**config.mk**
```make
export PLATFORM = sky130hd
export DESIGN_NAME = fetch_stage_flat
export DESIGN_NICKNAME = d
export VERILOG_FILES = /design/src/rtl/fetch_stage_if.sv /design/src/rtl/fetch_stage.sv /design/src/flat_wrapper.sv
export SDC_FILE = /design/constraint.sdc
export NUM_CORES = 1
export LEC_CHECK = 0
export BUFFER_PORTS_ARGS = -buffer_cell sky130_fd_sc_hd__buf_2
export CORE_MARGIN = 4
export CORE_UTILIZATION = 47
export DETAILED_ROUTE_END_ITERATION = 10
export PLACE_DENSITY = 0.82
export SYNTH_ARGS = -nofsm -noshare
export SYNTH_HDL_FRONTEND = slang
export SYNTH_SLANG_ARGS = --single-unit
```
**constraint.sdc**
```tcl
create_clock -name clk -period 2.1 [get_ports clk]
set_clock_uncertainty 0.15 [all_clocks]
set_input_delay 0.525 -clock clk [delete_from_list [all_inputs] [get_ports clk]]
set_output_delay 0.525 -clock clk [all_outputs]
set_load 0.05 [all_outputs]
```
**src/rtl/fetch_stage_if.sv**
```systemverilog
// Instruction-memory handshake between the fetch stage (master) and memory (slave).
interface fetch_stage_if #(
  parameter int WIDTH = 32
);
  logic             IReqF;
  logic [WIDTH-1:0] IAddrF;
  logic [WIDTH-1:0] IRdataF;
  logic             IReadyF;

  modport master (
    output IReqF,
    output IAddrF,
    input  IRdataF,
    input  IReadyF
  );

  modport slave (
    input  IReqF,
    input  IAddrF,
    output IRdataF,
    output IReadyF
  );
endinterface

```
**src/rtl/fetch_stage.sv**
```systemverilog
// Instruction-fetch stage: PC register, ready-based memory fetch, one-entry
// stall buffer and the IF/ID pipeline register.
module fetch_stage #(
  parameter int               WIDTH    = 32,
  parameter logic [WIDTH-1:0] RESET_PC = '0
) (
  input  logic              clk,
  input  logic              reset,
  input  logic              StallF,
  input  logic              StallD,
  input  logic              FlushD,
  input  logic              BranchTakenE,
  input  logic [WIDTH-1:0]  ALUResultE,
  input  logic              PCSrcW,
  input  logic [WIDTH-1:0]  ResultW,
  input  logic              PCSrcD,
  input  logic              PCSrcE,
  input  logic              PCSrcM,
  output logic              PCWrPendingF,
  output logic              IMissStallF,
  output logic [WIDTH-1:0]  InstrD,
  output logic [WIDTH-1:0]  PCPlus8D,
  output logic              ValidD,
  fetch_stage_if.master     imem
);

  typedef enum logic {
    FETCH = 1'b0,
    HELD  = 1'b1
  } state_t;

  state_t           state;
  state_t           state_next;
  logic [WIDTH-1:0] pc;
  logic [WIDTH-1:0] pc_next;
  logic [WIDTH-1:0] instr_buf;
  logic [WIDTH-1:0] fetched;
  logic             redirect;
  logic             have_instr;
  logic             deliver;
  logic             capture;

  assign redirect   = BranchTakenE | PCSrcW;
  assign have_instr = (state == HELD) | ((state == FETCH) & imem.IReadyF);
  assign deliver    = have_instr & ~StallF & ~redirect;
  assign fetched    = (state == HELD) ? instr_buf : imem.IRdataF;

  // A redirect always wins, even over a stalled front end or a pending delivery.
  always_comb begin
    state_next = state;
    pc_next    = pc;
    capture    = 1'b0;
    if (redirect) begin
      pc_next    = BranchTakenE ? ALUResultE : ResultW;
      state_next = FETCH;
    end else if (deliver) begin
      pc_next    = pc + WIDTH'(4);
      state_next = FETCH;
    end else if ((state == FETCH) && imem.IReadyF && StallF) begin
      state_next = HELD;
      capture    = 1'b1;
    end
  end

  always_ff @(posedge clk or negedge reset) begin
    if (!reset) begin
      state     <= FETCH;
      pc        <= RESET_PC;
      instr_buf <= '0;
    end else begin
      state <= state_next;
      pc    <= pc_next;
      if (redirect) begin
        instr_buf <= '0;
      end else if (capture) begin
        instr_buf <= imem.IRdataF;
      end
    end
  end

  // IF/ID register: flush beats stall; a cycle with nothing delivered is a bubble.
  always_ff @(posedge clk or negedge reset) begin
    if (!reset) begin
      InstrD   <= '0;
      PCPlus8D <= '0;
      ValidD   <= 1'b0;
    end else if (FlushD) begin
      InstrD   <= '0;
      PCPlus8D <= '0;
      ValidD   <= 1'b0;
    end else if (StallD) begin
      InstrD   <= InstrD;
      PCPlus8D <= PCPlus8D;
      ValidD   <= ValidD;
    end else if (deliver) begin
      InstrD   <= fetched;
      PCPlus8D <= pc + WIDTH'(8);
      ValidD   <= 1'b1;
    end else begin
      InstrD   <= '0;
      PCPlus8D <= PCPlus8D;
      ValidD   <= 1'b0;
    end
  end

  assign imem.IReqF   = (state == FETCH);
  assign imem.IAddrF  = pc;
  assign IMissStallF  = (state == FETCH) & ~imem.IReadyF;
  assign PCWrPendingF = PCSrcD | PCSrcE | PCSrcM;

endmodule

```
**src/flat_wrapper.sv**
```systemverilog
// flat-port wrapper written by rule: the top's interface ports become plain ports
module fetch_stage_flat 
#(
  parameter int               WIDTH    = 32,
  parameter logic [WIDTH-1:0] RESET_PC = '0
)
  (clk, reset, StallF, StallD, FlushD, BranchTakenE, ALUResultE, PCSrcW, ResultW, PCSrcD, PCSrcE, PCSrcM, PCWrPendingF, IMissStallF, InstrD, PCPlus8D, ValidD, imem_IReqF, imem_IAddrF, imem_IRdataF, imem_IReadyF);
  fetch_stage_if #(.WIDTH(WIDTH)) imem_i ();
  input  logic clk;
  input  logic reset;
  input  logic StallF;
  input  logic StallD;
  input  logic FlushD;
  input  logic BranchTakenE;
  input  logic [WIDTH-1:0] ALUResultE;
  input  logic PCSrcW;
  input  logic [WIDTH-1:0] ResultW;
  input  logic PCSrcD;
  input  logic PCSrcE;
  input  logic PCSrcM;
  output logic PCWrPendingF;
  output logic IMissStallF;
  output logic [WIDTH-1:0] InstrD;
  output logic [WIDTH-1:0] PCPlus8D;
  output logic ValidD;
  output wire logic [$bits(imem_i.IReqF)-1:0] imem_IReqF;
  output wire logic [$bits(imem_i.IAddrF)-1:0] imem_IAddrF;
  input wire logic [$bits(imem_i.IRdataF)-1:0] imem_IRdataF;
  input wire logic [$bits(imem_i.IReadyF)-1:0] imem_IReadyF;
  assign imem_IReqF = imem_i.IReqF;
  assign imem_IAddrF = imem_i.IAddrF;
  assign imem_i.IRdataF = imem_IRdataF;
  assign imem_i.IReadyF = imem_IReadyF;
  fetch_stage #(.WIDTH(WIDTH), .RESET_PC(RESET_PC)) u_core (.clk(clk), .reset(reset), .StallF(StallF), .StallD(StallD), .FlushD(FlushD), .BranchTakenE(BranchTakenE), .ALUResultE(ALUResultE), .PCSrcW(PCSrcW), .ResultW(ResultW), .PCSrcD(PCSrcD), .PCSrcE(PCSrcE), .PCSrcM(PCSrcM), .PCWrPendingF(PCWrPendingF), .IMissStallF(IMissStallF), .InstrD(InstrD), .PCPlus8D(PCPlus8D), .ValidD(ValidD), .imem(imem_i));
endmodule
```
## Yosys cells after proc, flatten, opt, wreduce, memory -nomap -nowiden

Index checks and enable logic that the tools add are counted.

| storage, ports and cells | value |
|---|---|
| output and inout bits | 100 |
| flip-flop bits (word level) | 130 |
| word-level logic and storage cells | 49 |

| cells by class | value |
|---|---|
| $add $sub $neg | 2 |
| bitwise logic cells | 12 |
| multiplexer cells | 21 |
| eq/ne operators | 1 |
| reductions and logical operators | 7 |

Operator list:

| cell | number |
|---|---|
| $mux 32 | 12 |
| $add 32x3->32 const B | 1 |
| $add 32x4->32 const B | 1 |
| $mux 1 | 9 |
| $reduce_bool 2->1 | 3 |
| $and 1x1->1 | 4 |
| $not 1->1 | 4 |
| $or 1x1->1 | 4 |
| $reduce_bool 3->1 | 1 |
| $logic_and 1x1->1 | 2 |
| $ne 2x1->1 const B | 1 |
| $reduce_and 2->1 | 1 |

## Depth between registers and ports, before layout

| logic depth | value |
|---|---|
| word-level depth | 9 |
| gate-level depth with buffers | 8 |
| mapped depth without buffers | 6 |

## Worst setup path before layout

No wires, ideal clock.

| timing | value |
|---|---|
| kind | register -> register |
| start point | register u_core.pc[3] (netlist: u_core.imem.IAddrF[3]) |
| end point | register u_core.PCPlus8D[17] |
| slack | -0.222 ns |
| required time | 1.830 ns |
| arrival time | 2.053 ns |
| cell stages (with the launch flop) | 7 |
| clock period less this slack | 2.322 ns |
| path buffers | 0 |
| cells stage by stage | dfrtp_1 ha_1 inv_1 or4_4 o21ai_2 a21oi_1 a31o_1 |

| on the way | value |
|---|---|
| cells in the longest elaborated chain, start to end | 4 |

Ends and longest elaborated chain:

| item | RTL line | text |
|---|---|---|
| from (decl) | fetch_stage.sv:34 | `logic [WIDTH-1:0] pc;` |
| from (signal assigned) | fetch_stage.sv:72 | `pc <= pc_next;` |
| $add 32x4->32 | fetch_stage.sv:97 | `PCPlus8D <= pc + WIDTH'(8);` |
| $mux 32 | fetch_stage.sv:95 | `end else if (deliver) begin` |
| $mux 32 | fetch_stage.sv:91 | `end else if (StallD) begin` |
| $mux 32 | fetch_stage.sv:87 | `end else if (FlushD) begin` |
| to (signal assigned) | fetch_stage.sv:93 | `PCPlus8D <= PCPlus8D;` |
| to (signal assigned) | fetch_stage.sv:97 |  |
| to (signal assigned) | fetch_stage.sv:101 | `PCPlus8D <= PCPlus8D;` |
| to (decl) | fetch_stage.sv:22 | `output logic [WIDTH-1:0] PCPlus8D,` |

No other way between the ends. The select of a mux whose other input is x is not followed.
A chain may end at the register's enable or synchronous reset.

## Final worst setup path

| timing | value |
|---|---|
| start point | register u_core.pc[20] (netlist: u_core.imem.IAddrF[20]) |
| end point | output port imem_IAddrF[20] |

RTL lines:

| item | RTL line | text |
|---|---|---|
| to (decl) | flat_wrapper.sv:27 | `output wire logic [$bits(imem_i.IAddrF)-1:0] imem_IAddrF;` |

No word-level cell between the ends.

==> results.txt <==
At the placement stage, the worst setup path has a slack of -0.2585 ns. In the final routed layout, each cell accounts on average for 18.56 µm. In this run the cell area of the synthesized design comes to 0.006746 mm². For the worst setup path, the data arrival time is 1.38 ns.

The congestion estimate from routability-driven global placement came to 0.9539. The proportion of register bits with asynchronous set or reset after synthesis is 100.0%. During placement, the flow inserted port buffers numbering 206.

After the last flow step, the layout net total stands at 1,084. The worst hold path belongs to the class in2reg. In the global route stage, overall resource usage came out at 26.64%. Counting the fill cells in the layout gives 1,192. The total vias in the final route came out at 6,624. Summed over all layers, the routed wires come to 21,680 µm.

After clock tree synthesis, the clock-pin slew on the worst setup and hold paths is 0.06 ns. The post-route minimum period is 2.051 ns, and the number of I/O pins is 207. The core region is 0.01399 mm². The worst pin sits at a relative slew slack of 56.67%.

After technology mapping, the gate count stands at 744. For this run the aggregate overflow at the end of global routing stands at 0. The count of cell types in the netlist was 59; the number of synthesized flops with an enable pin was 0. Once routing completed, OpenROAD measured the worst setup slack at 0.04890 ns.

The CTS sink count was 130. Dividing the detail-routed via count by the number of cells gives 5.671. The first detailed-routing pass took 5 iterations. The run finished with clean final reports.

The library cells used most frequently in the layout, excluding fill and tap cells, are sky130_fd_sc_hd__buf_2 (204), sky130_fd_sc_hd__nand2_1 (140), sky130_fd_sc_hd__dfrtp_1 (121). Counting every net in the synthesized netlist gives 853. The vertical die dimension was 127.8 µm; the placed standard-cell area was 0.008312 mm². The run gives 34,110 µm as the wire length of the first global-routing pass. A synthesized cell averages 9.068 µm². 0 antenna diodes ended up in the layout. The sum of net half-perimeters after detailed placement was 16,170 µm; the share of the cycle needed by the critical path after routing was 97.67%.

The clock latency of the later-clocked register in the worst-skew pair was 0.42 ns. For the TritonCTS buffer count, the log shows 17. The tools report the element type at the critical path end as an output pin.

The via count of the first global-routing pass is 6,431. Cells with a size suffix above 1 make up 33.60% of the layout. The number of remaining DRC errors came out at 0. The tools report the final hold violation count as 0. Upper clock frequency limit: 487.5 MHz. TritonCTS built the clock tree. The number of synthesized register bits works out to 130. The most common cell after layout, fill and taps aside was sky130_fd_sc_hd__buf_2.

For the initial core utilization, the log shows 48.23%. The power density of the placed cells works out to 781.5 mW/mm². Clock tree root buffer cell: sky130_fd_sc_hd__clkbuf_16. Pin count of the biggest net entering global routing: 49. The standard-cell row count is 43, and the static leakage is 4.157 nW. The layout-stage area growth over the synthesis result works out to 32.49%. Data on the critical path is required at its endpoint by 1.42 ns. The critical path class was reg2out. The number of setup violations in the final report is 0, and the number of nets with antenna violations after detailed routing is 0.

The total die area came out at 0.01634 mm². Final-report max-slew violation count: 0. The number of setup buffers added after CTS is 0. Setup repair after global routing left no endpoint under its margin. The floorplan step set the die width to 127.8 µm. With fillers left out, the area of the finished cells amounts to 0.008939 mm². At the pin with the least slew margin, the transition time is 0.6470 ns. STA classifies the critical path startpoint as a flop. The maximum fanout along the worst path is 6, and the largest vdd supply drop is 0.5288 mV. For the number of warnings reported in the yosys synthesis log, the log shows 0. The sequential cell area fraction in the yosys report is 48.22%. The detailed router's first-iteration violation count was 674. The primary flip-flop cell chosen by synthesis mapping was sky130_fd_sc_hd__dfrtp_1.

The number of max-capacitance violations reported was 0; the maximum root-to-sink buffer count was 2. The logs give 0 for the initial antenna violation count and 4 for the number of H-tree levels.
[worst max-delay path, cell delays in order, from the launching register on]
cell                      delay [ns]
sky130_fd_sc_hd__dfrtp_1        0.50
sky130_fd_sc_hd__buf_4          0.20
sky130_fd_sc_hd__buf_2          0.26
[power breakdown]
part	internal, mW	leakage, nW	switching (mW)
combinational	0.425	2.12	0.846
sequential	2.60	1.74	0.128
clock	1.78	0.297	1.20
[metrics by stage]
step           power, mW  hold WS [ns]  utilization (%)  cells  TNS (ns)
2_1_floorplan      3.501       0.07941                -    744  -0.01310
3_3_place_gp       4.001        0.3048            59.42   1135   -0.9155
3_5_place_dp       4.021        0.3166            59.42   1135    -2.024
4_1_cts            7.022        0.1479            63.77   1168         0
5_1_grt            7.260        0.1770            63.90   1168         0
6_report           6.986        0.1689            63.90   1168         0
[path summary, 6_finish.rpt]
path	startpoint	endpoint	slack, ns	cells after the start
setup / recovery	u_core.imem.IAddrF[20]$_DFFE_PN0N_	imem_IAddrF[20]	0.05	2
hold / removal	ALUResultE[3]	u_core.imem.IAddrF[3]$_DFFE_PN0N_	0.17	3
setup reg to reg	u_core.imem.IAddrF[15]$_DFFE_PN0N_	u_core.imem.IAddrF[31]$_DFFE_PN0N_	0.07	5
hold reg to reg	u_core.InstrD[8]$_DFFE_PN0P_	u_core.InstrD[8]$_DFFE_PN0P_	0.33	2
max in group asynchronous	reset	u_core.PCPlus8D[19]$_DFFE_PN0P_	0.75	3
min in group asynchronous	reset	u_core.imem.IAddrF[24]$_DFFE_PN0N_	0.47	2
[layer usage]
layer / vias to the layer above / global-route usage (%) / routed length (µm)
li1: 3085 / - / -
met1: 3165 / 34.71 / 8879
met2: 326 / 43.62 / 10570
met3: 48 / 5.583 / 1551
met4: 0 / 10.49 / 683
met5: - / 0 / 0
[timing repair]
item                                   4_1_cts  5_1_grt
hold buffers                                 1        0
pin swaps                                    0        0
endpoints found under the hold margin       42        0
gates resized for setup                      1        4
setup endpoints to repair                    1        3
[final cells by class]
type / count / area, µm² / share of cell area (%)
well taps: 180 / 225.2 / 2.520
flip-flops and latches: 130 / 3264 / 36.52
clock buffers: 17 / 425.4 / 4.759
clock inverters: 15 / 171.4 / 1.918
inverters: 8 / 30.03 / 0.3359
multi-input cells: 550 / 3236 / 36.20
repair buffers: 268 / 1587 / 17.75
[flip-flops by register name, indices dropped and copies added, names as in the netlist]
signal / count
u_core.PCPlus8D: 32
u_core.state: 1
u_core.ValidD: 1
u_core.instr_buf: 32
u_core.InstrD: 32
u_core.imem.IAddrF: 32
[Yosys cell counts (2+ instances only)]
| cell type | number | area share [%] |
|---|---|---|
| sky130_fd_sc_hd__a22o_1 | 4 | 0.52 |
| sky130_fd_sc_hd__o22ai_1 | 6 | 0.56 |
| sky130_fd_sc_hd__nor4_2 | 2 | 0.37 |
| sky130_fd_sc_hd__nand4_1 | 9 | 0.83 |
| sky130_fd_sc_hd__inv_1 | 8 | 0.45 |
| sky130_fd_sc_hd__nand3_1 | 26 | 1.9 |
| sky130_fd_sc_hd__nand2_1 | 140 | 7.8 |
| sky130_fd_sc_hd__and4_1 | 2 | 0.26 |
| sky130_fd_sc_hd__xnor2_1 | 17 | 2.2 |
| sky130_fd_sc_hd__nor3_1 | 11 | 0.82 |
| sky130_fd_sc_hd__o22a_1 | 3 | 0.39 |
| sky130_fd_sc_hd__nor3_2 | 4 | 0.59 |
| sky130_fd_sc_hd__nand4_2 | 2 | 0.37 |
| sky130_fd_sc_hd__or3_1 | 3 | 0.28 |
| sky130_fd_sc_hd__nor4_1 | 3 | 0.28 |
| sky130_fd_sc_hd__o21ba_2 | 2 | 0.30 |
| sky130_fd_sc_hd__a31oi_1 | 6 | 0.56 |
| sky130_fd_sc_hd__nor2_1 | 27 | 1.5 |
| sky130_fd_sc_hd__buf_2 | 15 | 1.1 |
| sky130_fd_sc_hd__a21oi_1 | 84 | 6.2 |
| sky130_fd_sc_hd__a211oi_1 | 16 | 1.8 |
| sky130_fd_sc_hd__buf_4 | 7 | 0.78 |
| sky130_fd_sc_hd__nor2b_1 | 10 | 0.93 |
| sky130_fd_sc_hd__nand2b_1 | 2 | 0.19 |
| sky130_fd_sc_hd__and2_1 | 3 | 0.28 |
| sky130_fd_sc_hd__mux2i_1 | 35 | 5.2 |
| sky130_fd_sc_hd__nand3_2 | 2 | 0.30 |
| sky130_fd_sc_hd__nand3b_1 | 2 | 0.22 |
| sky130_fd_sc_hd__o21ai_0 | 65 | 4.8 |
| sky130_fd_sc_hd__ha_1 | 2 | 0.37 |
| sky130_fd_sc_hd__dfrtp_1 | 130 | 48 |
| sky130_fd_sc_hd__clkbuf_1 | 33 | 1.8 |
| sky130_fd_sc_hd__a22oi_1 | 8 | 0.89 |
| sky130_fd_sc_hd__a221o_1 | 2 | 0.30 |
| sky130_fd_sc_hd__xor2_1 | 22 | 2.9 |
| sky130_fd_sc_hd__and3_1 | 8 | 0.74 |
[cells by family (layout without fill, tap and decap cells)]
kind of cell | Yosys count | after routing | synth area share [%]
and+or+nand+nor | 263 | 263 | 18.71
DFF | 130 | 130 | 48.22
AOI/OAI and AO/OA | 211 | 211 | 18.21
muxes | 35 | 35 | 5.193
adders and majority gates | 2 | 2 | 0.3709
buffers and inverters | 64 | 308 | 4.228
xor gates and xnor gates | 39 | 39 | 5.063
Note: power is estimated with default switching activity, not from simulation.
